==> src/rtl/uart_demo_pkg.sv <==
// Shared constants for the auto-send UART demo: message contents, 8N1 frame
// layout and the sequencer state type.
package uart_demo_pkg;

    localparam int MSG_LEN = 7;
    localparam logic [7:0] MSG [MSG_LEN] = '{8'h48, 8'h45, 8'h4C, 8'h4C, 8'h4F, 8'h0D, 8'h0A};

    localparam logic START_BIT  = 1'b0;
    localparam logic STOP_BIT   = 1'b1;
    localparam int   DATA_BITS  = 8;
    localparam int   FRAME_BITS = DATA_BITS + 2;

    typedef enum logic [1:0] {
        WAIT,
        SEND,
        BUSY,
        GAP
    } seq_state_e;

endpackage

==> src/rtl/uart_tx.sv <==
// UART 8N1 transmitter: shifts out one 10-bit frame per accepted tx_start,
// each bit held for CLK_FREQ/BAUD clocks, with a registered serial output.
`timescale 1ns/1ps
module uart_tx
    import uart_demo_pkg::*;
#(
    parameter int CLK_FREQ = 50_000_000,
    parameter int BAUD     = 115_200
) (
    input  logic       clk,
    input  logic       rst_n,
    input  logic       tx_start,
    input  logic [7:0] tx_data,
    output logic       uart_txd,
    output logic       tx_busy,
    output logic       tx_done
);

    localparam int BIT_CYCLES = CLK_FREQ / BAUD;
    localparam int BAUD_W     = $clog2(BIT_CYCLES) + 1;
    localparam int IDX_W      = $clog2(FRAME_BITS) + 1;

    logic [BAUD_W-1:0]     baud_cnt_q, baud_cnt_d;
    logic [IDX_W-1:0]      bit_idx_q, bit_idx_d;
    logic [FRAME_BITS-1:0] frame_q, frame_d;
    logic                  txd_q, txd_d;
    logic                  busy_q, busy_d;
    logic                  done_q, done_d;

    always_comb begin
        // NOTE: every signal gets a default first so no path leaves it unassigned (no latch).
        baud_cnt_d = baud_cnt_q;
        bit_idx_d  = bit_idx_q;
        frame_d    = frame_q;
        txd_d      = txd_q;
        busy_d     = busy_q;
        done_d     = 1'b0;

        if (!busy_q) begin
            if (tx_start) begin
                frame_d    = {STOP_BIT, tx_data, START_BIT};
                txd_d      = START_BIT;
                busy_d     = 1'b1;
                baud_cnt_d = '0;
                bit_idx_d  = '0;
            end
        end else if (baud_cnt_q == BAUD_W'(BIT_CYCLES - 1)) begin
            baud_cnt_d = '0;
            if (bit_idx_q == IDX_W'(FRAME_BITS - 1)) begin
                bit_idx_d = '0;
                busy_d    = 1'b0;
                done_d    = 1'b1;
                txd_d     = 1'b1;
            end else begin
                // The frame shifts right so bit 1 is always the next bit to drive.
                bit_idx_d = bit_idx_q + 1'b1;
                txd_d     = frame_q[1];
                frame_d   = {1'b1, frame_q[FRAME_BITS-1:1]};
            end
        end else begin
            baud_cnt_d = baud_cnt_q + 1'b1;
        end
    end

    // rst_n is active-high on this board despite its name.
    always_ff @(posedge clk) begin
        if (rst_n) begin
            // NOTE: sequential state uses non-blocking assignments so all registers update together.
            baud_cnt_q <= '0;
            bit_idx_q  <= '0;
            frame_q    <= '1;
            txd_q      <= 1'b1;
            busy_q     <= 1'b0;
            done_q     <= 1'b0;
        end else begin
            baud_cnt_q <= baud_cnt_d;
            bit_idx_q  <= bit_idx_d;
            frame_q    <= frame_d;
            txd_q      <= txd_d;
            busy_q     <= busy_d;
            done_q     <= done_d;
        end
    end

    assign uart_txd = txd_q;
    assign tx_busy  = busy_q;
    assign tx_done  = done_q;

endmodule

==> src/rtl/top_auto_send.sv <==
// Self-running UART demo: waits START_DELAY cycles after reset, then sends the
// fixed message forever with GAP_CYCLES of idle line between repetitions.
`timescale 1ns/1ps
module top_auto_send
    import uart_demo_pkg::*;
#(
    parameter int CLK_FREQ    = 50_000_000,
    parameter int BAUD        = 115_200,
    parameter int START_DELAY = 1_000,
    parameter int GAP_CYCLES  = 50_000
) (
    input  logic clk,
    input  logic rst_n,
    output logic uart_txd
);

    localparam int CNT_MAX = (START_DELAY > GAP_CYCLES) ? START_DELAY : GAP_CYCLES;
    localparam int CNT_W   = $clog2(CNT_MAX) + 1;
    localparam int IDX_W   = $clog2(MSG_LEN) + 1;

    seq_state_e       state_q, state_d;
    logic [CNT_W-1:0] cnt_q, cnt_d;
    logic [IDX_W-1:0] idx_q, idx_d;

    logic       tx_start;
    logic [7:0] tx_data;
    logic       tx_busy;
    logic       tx_done;

    always_comb begin
        state_d  = state_q;
        cnt_d    = cnt_q;
        idx_d    = idx_q;
        tx_start = 1'b0;

        tx_data = '0;
        for (int i = 0; i < MSG_LEN; i++) begin
            if (idx_q == IDX_W'(i)) tx_data = MSG[i];
        end

        unique case (state_q)
            WAIT: begin
                cnt_d = cnt_q + 1'b1;
                if (cnt_q == CNT_W'(START_DELAY - 1)) begin
                    cnt_d   = '0;
                    state_d = SEND;
                end
            end
            SEND: begin
                tx_start = !tx_busy;
                if (!tx_busy) state_d = BUSY;
            end
            BUSY: begin
                if (tx_done) begin
                    if (idx_q == IDX_W'(MSG_LEN - 1)) begin
                        idx_d   = '0;
                        cnt_d   = '0;
                        state_d = GAP;
                    end else begin
                        idx_d   = idx_q + 1'b1;
                        state_d = SEND;
                    end
                end
            end
            GAP: begin
                cnt_d = cnt_q + 1'b1;
                if (cnt_q == CNT_W'(GAP_CYCLES - 1)) begin
                    cnt_d   = '0;
                    state_d = SEND;
                end
            end
            default: state_d = WAIT;
        endcase
    end

    always_ff @(posedge clk) begin
        if (rst_n) begin
            state_q <= WAIT;
            cnt_q   <= '0;
            idx_q   <= '0;
        end else begin
            state_q <= state_d;
            cnt_q   <= cnt_d;
            idx_q   <= idx_d;
        end
    end

    uart_tx #(
        .CLK_FREQ(CLK_FREQ),
        .BAUD    (BAUD)
    ) u_uart_tx (
        .clk     (clk),
        .rst_n   (rst_n),
        .tx_start(tx_start),
        .tx_data (tx_data),
        .uart_txd(uart_txd),
        .tx_busy (tx_busy),
        .tx_done (tx_done)
    );

endmodule

==> config.mk <==
export PLATFORM = sky130hd
export DESIGN_NAME = top_auto_send
export DESIGN_NICKNAME = d
export VERILOG_FILES = /design/src/rtl/uart_demo_pkg.sv /design/src/rtl/uart_tx.sv /design/src/rtl/top_auto_send.sv
export SDC_FILE = /design/constraint.sdc
export NUM_CORES = 1
export LEC_CHECK = 0
export ABC_AREA = 1
export CAP_MARGIN = 5
export CORE_MARGIN = 2
export CORE_UTILIZATION = 50
export CTS_CLUSTER_DIAMETER = 60
export DETAILED_ROUTE_END_ITERATION = 10
export PLACE_DENSITY = 0.72
export REMOVE_ABC_BUFFERS = 1
export SLEW_MARGIN = 30
export SYNTH_ARGS = -nofsm -noshare
export SYNTH_HDL_FRONTEND = slang
export SYNTH_SLANG_ARGS = --single-unit
==> constraint.sdc <==
create_clock -name clk -period 2.15 [get_ports clk]
set_input_delay 0.5375 -clock clk [delete_from_list [all_inputs] [get_ports clk]]
set_output_delay 0.5375 -clock clk [all_outputs]
set_load 0.02 [all_outputs]
==> results.ini <==
[finish]
fill_cells=492
finalNonFillerCells=468
nets=409
finalInstanceArea_um2=2920
drive_gt1_frac=0.106
multi_input_area_um2=1530
antennaDiodeCount=0
syn2layout_area_growth_pct=8.20
regArea_um2=981

[routing]
drc_errors=0
drt_wl_total_mm=5.33
post_drt_wl_per_cell_um=11.4
dr.pass1.iters=5
ant_nets=0
avgViaCountPerCell=5.20
vias=2434
drt_iter0_drc=165

[floorplanning]
row_count=26
ios=3
coreArea_um2=5170
start_util=0.522
die-area_um2=6010
die_w_um=77.5
die_y_um=77.5

[clock_tree]
hold_buffers=0
numCtsBuffers=5
postCtsSetupBuffers=0
clockRootBuffer=clkbuf_8
insertion_delay_ps=300
cts_tree=built
clockBufferDepth=2
cts.clk_slew.worst_paths_ps=90
htreeDepth=2
cts.sinks=49
cts_resized=0

[logic_synthesis]
synth.distinct_cells=35
yosys.area.top_type_share=0.363
syn_inst=388
syn_area_per_cell_um2=6.96
synthArstFlopShare=0
ys_seq_elements=49
yosysWarningCount=0
synth_edf_count=0
syn_area_um2=2700
yosys-top-cells-area=dfxtp_1 36%, nand2_1 13%, nand3_1 7.4%, nor2_1 6.4%, inv_1 4.9%
ys_seq_area_frac=0.363
ys.flop_type=dfxtp_1
synth.largest_area_cell=dfxtp_1

[global_route]
grt_use_met1=0.228
grt_pass1_wl_mm=9.34
grt-busiest-layer=met2
track_usage=0.186
globalRouteOverflowTotal=0
grt_max_degree=18
grt_util_met2=0.330
use_met3=0.0279
antenna_found_initial=0
grt_pass1_vias=2232

[placed_design]
port_buffers=2
dp_cells=460
place.detailed.hpwl_mm=3.86
place_congestion=0.840
place_area_um2=2810

[setup_path]
critPathCaptureType=flop
critPathRequiredTime_ps=2330
path_class=reg2reg
start_kind=flop
crit_arrival_ps=2050
worstPathMaxFanout=17

[job]
maxCapViolCount=0

[timing]
hold_viol_final=0
slew_headroom=0.655
setup_violations=0
rsz0062_at_grt=no
slew_violations=0
min_period_over_period=0.866
holdWs_ps=481
final.setup_skew_ps=8.48
post-route-min-period_ps=1860
timing.fmax_mhz=537
worst_pin_slew_ps=516
tns_ps=0

[power_and_ir_drop]
power_density_nw_per_um2=560
peakVddDrop_mv=0.371
power_mw=1.64
p_leak_nw=1.13

[worst_hold_path]
hold_class=reg2reg

[outcome]
status=completed

[per-layer routing]
metal,wire (um),up-vias
met2,2560,35
met1,2570,1116
met3,165,2
met4,34,0
met5,0,-
li1,-,1281
[worst max-delay path, stage by stage (launching register included)]
cell and delay, ps:
dfxtp_1 390, inv_1 100, ha_1 300, inv_2 90, nor2_2 40, nor2_2 220
nand2_8 130, inv_6 100, nand3_4 80, nand2_4 210, nor2_1 80
[registers in the layout, indices dropped and copies added, names as in the netlist]
signal,count
cnt_q,17
state_q,2
u_uart_tx.uart_txd,1
u_uart_tx.tx_busy,1
u_uart_tx.bit_idx_q,5
idx_q,4
u_uart_tx.baud_cnt_q,10
u_uart_tx.frame_q,8
u_uart_tx.tx_done,1
[Yosys cell counts, types with 2 or more instances]
cell type and number:
and3_1 2, inv_1 35, xor2_1 8, ha_1 10, nor2_1 46, dfxtp_1 49
a211oi_1 2, nor2_4 2, nand4_1 10, nand2_4 2, nor3_1 8, o21ai_0 15
clkbuf_1 2, nor2_2 16, clkinv_1 2, inv_2 3, nand3_1 40, o21bai_1 3
a21oi_1 18, nand2_2 4, nand2_1 96, o22ai_1 2
[stage by stage]
step | setup slack (ps) | util
6_report | 288 | 0.565
5_1_grt | 143 | 0.565
4_1_cts | 289 | 0.565
3_5_place_dp | 300 | 0.543
3_3_place_gp | 338 | 0.543
2_1_floorplan | 499 | -
[final timing paths]
| kind | startpoint | to | slack (ps) | depth (start not counted) |
|---|---|---|---|---|
| setup / recovery | state_q[0] | cnt_q[16] | 290 | 10 |
| hold / removal | u_uart_tx.frame_q[8] | u_uart_tx.frame_q[8] | 480 | 2 |
| setup reg to reg | state_q[0] | cnt_q[16] | 290 | 10 |
| hold reg to reg | u_uart_tx.frame_q[8] | u_uart_tx.frame_q[8] | 480 | 2 |
[report_power, final]
part,leakage [nW],switching [mW],total [mW],internal [mW]
logic,0.679,0.0234,0.0355,0.0121
clock network,0.0585,0.305,0.685,0.380
registers,0.395,0.00410,0.916,0.911
[final cells by class]
class / count / area share
timing repair buffer: 6 / 0.0171
clock buffer: 7 / 0.0295
sequential: 49 / 0.336
inverter: 41 / 0.0544
multi-input combinational: 294 / 0.523
tap: 70 / 0.0300
clock inverter: 1 / 0.0103
[cells by family (layout without fill, tap and decap cells)]
family / after synthesis / after routing / share of synthesized area
XOR/XNOR: 9 / 9 / 0.0292
flip-flops: 49 / 49 / 0.363
AO/OA/AOI/OAI: 44 / 44 / 0.0899
multiplexers: 1 / 1 / 0.00371
buffers and inverters: 45 / 55 / 0.0709
AND/OR/NAND/NOR: 230 / 230 / 0.397
adder cells (fa/ha/maj): 10 / 10 / 0.0463
[cell usage in the layout, fill, tap and decap left out, drive strengths merged]
cell type	count
a211oi	2
a21oi	18
and3	2
buf	4
bufinv	1
clkbuf	7
clkdlybuf4s50	2
clkinv	2
dfxtp	49
ha	10
inv	39
mux2i	1
nand2	103
nand3	41
nand4	10
nor2	64
nor3	9
o211ai	1
o21a	1
o21ai	16
o21bai	3
o22ai	2
o31ai	1
or2	1
xnor2	1
xor2	8
No activity file was read; power rests on OpenSTA's default activity.
